==> src/rtl/gamma_xor_coder.sv <==
// XORs one gamma word into each accepted data word, framed in FRAME_LEN words, registered valid/ready output.
// Optional even-parity output m_parity when GAMMA_XOR_CODER_PARITY_EN is defined.
module gamma_xor_coder #(
    parameter int DATA_W    = 8,
    parameter int FRAME_LEN = 16,
    parameter int CNT_W     = 16
) (
    input  logic              clk,
    input  logic              rst_n,
    input  logic              start,
    input  logic [DATA_W-1:0] gamma_in,
    output logic              gamma_step,
    input  logic [DATA_W-1:0] s_data,
    input  logic              s_valid,
    output logic              s_ready,
    output logic [DATA_W-1:0] m_data,
    output logic              m_valid,
    input  logic              m_ready,
    output logic              m_last,
    output logic              busy,
    output logic [CNT_W-1:0]  frame_cnt
`ifdef GAMMA_XOR_CODER_PARITY_EN
    ,
    output logic              m_parity
`endif
);

    // state | meaning
    // IDLE  | waiting for start, input closed
    // RUN   | accepting words, XORing gamma, counting toward FRAME_LEN
    // DRAIN | final word held in output register until it is taken
    typedef enum logic [1:0] {
        ST_IDLE  = 2'd0,
        ST_RUN   = 2'd1,
        ST_DRAIN = 2'd2
    } state_t;

    localparam int             CW      = $clog2(FRAME_LEN + 1);
    localparam logic [CW-1:0]  LP_LAST = CW'(FRAME_LEN - 1);

    state_t              r_state;
    logic [CW-1:0]       r_cnt;
    logic [DATA_W-1:0]   r_data;
    logic                r_valid;
    logic                r_last;
    logic [CNT_W-1:0]    r_frame_cnt;
`ifdef GAMMA_XOR_CODER_PARITY_EN
    logic                r_parity;
`endif

    logic                w_s_ready;
    logic                w_accept;
    logic                w_is_last;
    logic [DATA_W-1:0]   w_coded;

    // Single output register: a pending word may leave in the same cycle a new one enters.
    assign w_s_ready = (r_state == ST_RUN) && (!r_valid || m_ready);
    assign w_accept  = w_s_ready && s_valid;
    assign w_is_last = (r_cnt == LP_LAST);
    assign w_coded   = s_data ^ gamma_in;

    always_ff @(posedge clk or negedge rst_n) begin
        if (!rst_n) begin
            r_state     <= ST_IDLE;
            r_cnt       <= '0;
            r_data      <= '0;
            r_valid     <= 1'b0;
            r_last      <= 1'b0;
            r_frame_cnt <= '0;
`ifdef GAMMA_XOR_CODER_PARITY_EN
            r_parity    <= 1'b0;
`endif
        end else begin
            case (r_state)
                ST_IDLE: begin
                    if (start) begin
                        r_state <= ST_RUN;
                        r_cnt   <= '0;
                    end
                end
                ST_RUN: begin
                    if (w_accept) begin
                        r_data  <= w_coded;
                        r_valid <= 1'b1;
                        r_last  <= w_is_last;
`ifdef GAMMA_XOR_CODER_PARITY_EN
                        r_parity <= ^w_coded;
`endif
                        if (w_is_last) r_state <= ST_DRAIN;
                        else           r_cnt   <= r_cnt + CW'(1);
                    end else if (r_valid && m_ready) begin
                        r_valid <= 1'b0;
                    end
                end
                ST_DRAIN: begin
                    if (r_valid && m_ready) begin
                        r_state     <= ST_IDLE;
                        r_frame_cnt <= r_frame_cnt + CNT_W'(1);
                        r_valid     <= 1'b0;
                        r_last      <= 1'b0;
                    end
                end
                default: r_state <= ST_IDLE;
            endcase
        end
    end

    assign s_ready    = w_s_ready;
    assign gamma_step = w_accept;
    assign m_data     = r_data;
    assign m_valid    = r_valid;
    assign m_last     = r_last;
    assign busy       = (r_state != ST_IDLE);
    assign frame_cnt  = r_frame_cnt;
`ifdef GAMMA_XOR_CODER_PARITY_EN
    assign m_parity   = r_parity;
`endif

endmodule

==> config.mk <==
export PLATFORM = sky130hd
export DESIGN_NAME = gamma_xor_coder
export DESIGN_NICKNAME = d
export VERILOG_FILES = /design/src/rtl/gamma_xor_coder.sv
export SDC_FILE = /design/constraint.sdc
export NUM_CORES = 1
export LEC_CHECK = 0
export ABC_AREA = 1
export CAP_MARGIN = 20
export CORE_MARGIN = 2
export CORE_UTILIZATION = 35
export CTS_BUF_LIST = sky130_fd_sc_hd__clkbuf_8
export DETAILED_ROUTE_END_ITERATION = 12
export SKIP_CTS_REPAIR_TIMING = 1
export SLEW_MARGIN = 20
export SYNTH_ARGS = -nofsm -noshare
export SYNTH_HDL_FRONTEND = slang
export SYNTH_SLANG_ARGS = --single-unit
==> constraint.sdc <==
create_clock -name clk -period 4.37 [get_ports clk]
set_input_delay 0.874 -clock clk [delete_from_list [all_inputs] [get_ports clk]]
set_output_delay 0.874 -clock clk [all_outputs]
set_load 0.01 [all_outputs]
==> results by group, run 1 <==
Global routing
  • Global-route wire length before repair: 6161 um
  • Overflow after GRT: 0
  • Pin count of the biggest net entering global routing: 34
  • GRT Total Usage: 14.74%
  • Vias in the first global route: 1401
  • Initial antenna violation count: 0

Drt
  • Wirelength per Cell: 10.53 um
  • Routed wire length: 3517 um
  • DRC: 0
  • Initial detailed-routing violation count: 76
  • Via/cell ratio: 4.398
  • Detail Route Antenna Nets: 0
  • Vias: 1469
  • Pre-Repair DR Iteration Count: 5

Placed design
  • Placed cell area: 0.002332 mm^2
  • DP Worst Slack: 1.048 ns
  • Post-detail-place hpwl: 2625 um
  • Port bufs: 49
  • Inst Count DP: 326
  • Gp weighted congestion: 0.6937

Floorplan
  • Die Wd: 74.80 um
  • Row count: 25
  • Die H: 74.80 um
  • Die Area: 0.005594 mm^2
  • IO Pins: 50
  • Starting Density: 36.65%
  • CORE AREA: 0.004786 mm^2

Timing
  • F_max: 0.3019 GHz
  • RSZ-0062 raised after global routing: no
  • Minimum clock period: 3.312 ns
  • Post-route setup TNS: 0 ns
  • Max_slew headroom: 71.15%
  • Endpoints failing setup: 0
  • Post-route clock period utilization: 75.80%
  • Worst Slack Setup Final: 1.058 ns
  • Final Slew Violations: 0
  • Clk_skew: 0.005404 ns
  • Final hold viol count: 0
  • Worst-margin pin slew: 0.4328 ns

Logic synthesis
  • Sequential share of the synthesized area: 47.08%
  • Distinct cells, synth: 22
  • Syn Inst Count: 209
  • Seq cells post-synth: 33
  • Synth warn: 0
  • Synth Area per Inst: 8.393 um^2
  • Mapped Nets: 237
  • Post-synthesis cell area: 0.001754 mm^2

Pwr
  • Int Pwr: 0.0006988 W
  • Switch share: 35.92%
  • Gate power share: 40.9%
  • Power density over cell area: 452.1 mW/mm^2
  • Static Leakage: 1.142 nW
  • Clock power share: 19.2%
  • Switching power: 0.0003917 W
  • Flop pwr share: 39.9%
  • Worst vdd ir: 0.0002149 V

Layout
  • Layout cell share with drive strength beyond 1: 6.742%
  • Post-layout instance area: 0.002412 mm^2
  • Post-route insts no fill: 334
  • Util after Layout: 50.41%
  • Commonest non-fill, non-tap cell in the layout: nand2_1
  • P&R area growth vs syn: 37.52%
  • Fill count: 453
  • # diodes: 0
  • # nets final: 294
  • Area occupied by multi-input gates: 797.0 um^2
  • Most frequent cells in the layout: nand2_1, clkdlybuf4s50_1, inv_1
  • Reg area: 825.8 um^2

Clock network
  • Latest clock arrival within the worst-skew pair: 0.28 ns
  • Total CTS buffers: 5
  • Clock buffer depth: 2
  • CTS H-tree depth: 2
  • Clock transition at path regs: 0.06 ns
  • CTS tree: built
  • CTS Sinks: 33
  • Root buffer cell: clkbuf_8

Run status
  • Status: finished, final reports clean

Worst setup path
  • Critical path class: input pin to output pin
  • Delay-heaviest family, CP: buffers and inverters
  • Worst setup EP type: output pin
  • Cell mode on critical path: clkdlybuf4s50_1
  • Slowest CP cell: clkdlybuf4s50_1
  • Max incr delay on CP: 0.56 ns
  • Worst path bufs/invs: 3
  • CP startpoint kind: input pin
  • Req. time, crit path: 3.50 ns
  • Worst path cell trace: clkdlybuf4s50_1, nor2_1, nor3_4, buf_4, clkdlybuf4s50_1
  • Arr. time, crit path: 2.44 ns
  • Crit-path max FO: 18

Flow run
  • Maxcap violations: 0

Hold path
  • HP Class: register to register
## cells by family after synthesis
logic type | count (synthesis) | synth area share, %
AOI/OAI and AO/OA | 21 | 6.420
xor gates and xnor gates | 18 | 8.987
adders and majority gates | 7 | 4.993
buffers and inverters | 33 | 7.489
DFF | 33 | 47.08
and+or+nand+nor | 97 | 25.04
## Yosys cell counts
master / n / area (um^2)
a21oi_1: 2 / 10.01
nor2_4: 1 / 11.26
dfrtp_1: 33 / 825.8
inv_1: 31 / 116.4
xor2_1: 17 / 148.9
o21ai_0: 17 / 85.08
ha_1: 7 / 87.58
inv_2: 1 / 3.750
nor2_1: 16 / 60.06
nor2_2: 1 / 6.260
o21ai_2: 1 / 8.760
nand3_2: 2 / 20.02
xnor2_1: 1 / 8.760
nand3_1: 10 / 50.05
nand2_1: 55 / 206.5
buf_6: 1 / 11.26
nand3b_1: 2 / 15.01
nor3_4: 1 / 16.27
a31o_2: 1 / 8.760
nor3_1: 2 / 10.01
or2_2: 3 / 18.77
nand4_1: 4 / 25.02
## worst paths after layout
| path | endpoint | slack (ns) | start | cells past startpoint |
|---|---|---|---|---|
| hold / removal | frame_cnt[3] | 0.49 | frame_cnt[3] | 1 |
| setup / recovery | gamma_step | 1.06 | m_ready | 5 |
| setup reg to reg | r_cnt[2] | 2.67 | r_cnt[0] | 8 |
| max in group asynchronous | m_data[3] | 3.07 | rst_n | 2 |
| min in group asynchronous | frame_cnt[4] | 0.99 | rst_n | 2 |
| hold reg to reg | frame_cnt[3] | 0.49 | frame_cnt[3] | 1 |
## power by group through the flow
stage / Combinational [W] / Clock (W) / Sequential [W]
floorplan: 0.000224 / 0 / 0.000452
global placement: 0.000449 / 0 / 0.000438
detailed placement: 0.000452 / 0 / 0.000438
CTS: 0.000453 / 0.000222 / 0.000436
global route: 0.000504 / 0.000232 / 0.000444
finish: 0.000446 / 0.000210 / 0.000435
## state kept, by name (all words and copies together), names as in the netlist
signal,flops
frame_cnt,16
m_data,8
m_valid,1
r_cnt,5
r_state,2
m_last,1
## through the flow
stage	hold slack (ns)	power (W)
floorplan	0.4530	0.0006759
global placement	0.4780	0.0008865
detailed placement	0.4858	0.0008900
CTS	0.4950	0.001112
global route	0.5223	0.001181
finish	0.4882	0.001090
## cell type report
class	count	share of cell area, %
clock buffers	5	2.853
repair buffers	51	20.95
well taps	67	3.475
multi-input cells	143	33.04
inverters	32	4.979
flip-flops and latches	33	34.23
clock inverters	3	0.4668
## layer usage
metal	vias up	share of wire (%)	global-route usage (%)
met5	-	0	0
met4	0	2.0	6.548
met3	6	8.2	6.827
met2	39	43	21.73
met1	660	47	18.56
li1	764	-	-
Power figures use the tool's default switching activity.
==> run 2, diff against run 1 <==
==> constraint.sdc (replaced) <==
create_clock -name clk -period 2.9 [get_ports clk]
set_input_delay 0.58 -clock clk [delete_from_list [all_inputs] [get_ports clk]]
set_output_delay 0.58 -clock clk [all_outputs]
set_load 0.01 [all_outputs]
==> results by group, run 2 (synthesis gave the netlist of run 1 again) <==
Timing
  • RSZ-0062 raised after global routing: no
  • Final hold viol count: 0
  • Max_slew headroom: 71.47%
  • Hold Slack: 0.4894 ns
  • F_max: 0.3932 GHz
  • Worst Slack Setup Final: 0.3565 ns
  • Final Slew Violations: 0
  • Post-route setup TNS: 0 ns
  • Clk_skew: 0.01044 ns
  • Minimum clock period: 2.543 ns
  • Endpoints failing setup: 0
  • Worst-margin pin slew: 0.4279 ns
  • Post-route clock period utilization: 87.71%

Drt
  • Pre-Repair DR Iteration Count: 4
  • Wirelength per Cell: 10.10 um
  • M1 wire length: 1554 um
  • Initial detailed-routing violation count: 81
  • Highest Signal Layer: met4
  • DRC: 0
  • Via/cell ratio: 4.299
  • Detail Route Antenna Nets: 0
  • Met2 routed WL: 1484 um
  • Routed wire length: 3373 um
  • Met3 wire len: 288 um
  • Vias: 1436

Placed design
  • Port bufs: 49
  • Placed cell area: 0.002332 mm^2
  • Gp weighted congestion: 0.7285
  • Post-detail-place hpwl: 2591 um
  • Inst Count DP: 326
  • DP Worst Slack: 0.3562 ns

Layout
  • Reg area: 825.8 um^2
  • Post-route insts no fill: 334
  • Post-layout instance area: 0.002415 mm^2
  • Max reg flops: 16
  • Layout cell share with drive strength beyond 1: 7.491%
  • Commonest non-fill, non-tap cell in the layout: nand2_1
  • P&R area growth vs syn: 37.66%
  • Fill count: 472
  • Most frequent cells in the layout: nand2_1, clkdlybuf4s50_1, dfrtp_1
  • Area occupied by multi-input gates: 797.0 um^2
  • # diodes: 0
  • # nets final: 294

Floorplan
  • Die H: 74.80 um
  • IO Pins: 50
  • Row count: 25
  • CORE AREA: 0.004786 mm^2
  • Starting Density: 36.65%
  • Die Wd: 74.80 um
  • Die Area: 0.005594 mm^2

Global routing
  • Pin count of the biggest net entering global routing: 34
  • GRT Total Usage: 14.24%
  • Overflow after GRT: 0
  • Vias in the first global route: 1364
  • Global-route wire length before repair: 6003 um
  • Initial antenna violation count: 0

Worst setup path
  • Arr. time, crit path: 1.96 ns
  • Crit-path max FO: 8
  • Worst setup EP type: output pin
  • Critical path class: register to output pin
  • Max incr delay on CP: 0.57 ns
  • CP startpoint kind: register
  • Req. time, crit path: 2.32 ns
  • Slowest CP cell: clkdlybuf4s50_1
  • Worst path cell trace: inv_1, ha_1, inv_2, nor3_4, clkdlybuf4s50_1

Clock network
  • Clock buffer depth: 2
  • CTS Sinks: 33
  • CTS tree: built
  • Latest clock arrival within the worst-skew pair: 0.29 ns
  • Total CTS buffers: 5
  • Clock transition at path regs: 0.07 ns
  • Root buffer cell: clkbuf_8
  • CTS H-tree depth: 2

Pwr
  • Power density over cell area: 682.5 mW/mm^2
  • Worst vdd ir: 0.0003686 V
  • Static Leakage: 1.139 nW

Run status
  • Status: finished, final reports clean

Flow run
  • Maxcap violations: 0

Hold path
  • HP Class: register to register
[run 2: cell types whose count changed in the layout (fill, tap and decap cells not counted)]
cell      change
clkinv_2      +2
inv_1         -2
[run 2: area by class of cell]
cell class	instances	share of cell area [%]
Sequential cell	33	34.20
Tap cell	67	3.471
Clock inverter	3	0.5699
Clock buffer	5	2.850
Multi-Input combinational cell	143	33.01
Inverter	32	4.974
Timing Repair Buffer	51	20.93
[run 2: worst max-delay path, delay by kind of cell, from the launching register on]
family | cells | cell delay (ns)
DFF | 1 | 0.39
adders and majority gates | 1 | 0.29
and+or+nand+nor | 1 | 0.21
buffers and inverters | 3 | 0.79
[run 2: worst paths after layout]
path                              start           end  slack, ns  depth (start not counted)
setup / recovery             r_state[1]    gamma_step       0.36                          5
setup reg to reg               r_cnt[0]      r_cnt[1]       1.22                          8
hold reg to reg            frame_cnt[3]  frame_cnt[3]       0.49                          1
max in group asynchronous         rst_n        m_last       1.90                          2
hold / removal             frame_cnt[3]  frame_cnt[3]       0.49                          1
min in group asynchronous         rst_n  frame_cnt[1]       0.69                          2
[run 2: metrics by stage]
stage | power (W) | util, %
global route | 0.001799 | 50.46
CTS | 0.001675 | 50.46
global placement | 0.001335 | 48.73
finish | 0.001648 | 50.46
detailed placement | 0.001336 | 48.73
floorplan | 0.001019 | -
[run 2: where the power goes]
part           internal (W)  switching, W
Clock              0.000163      0.000167
Sequential         0.000565     0.0000853
Combinational      0.000328      0.000340
[run 2: per-layer routing]
metal  global-route usage [%]  up-vias
li1                         -      763
met1                    18.24      630
met2                    21.24       38
met3                    6.827        5
met4                    4.762        0
met5                        0        -
==> run 3, diff against run 2 <==
--- a/config.mk
+++ b/config.mk
@@ -12,6 +12,7 @@
 export CTS_BUF_LIST = sky130_fd_sc_hd__clkbuf_8
 export DETAILED_ROUTE_END_ITERATION = 12
 export SKIP_CTS_REPAIR_TIMING = 1
+export SKIP_LAST_GASP = 1
 export SLEW_MARGIN = 20
 export SYNTH_ARGS = -nofsm -noshare
 export SYNTH_HDL_FRONTEND = slang
==> results of run 3 <==
Same layout as run 2: the final DEF is identical, and so are final timing and power.
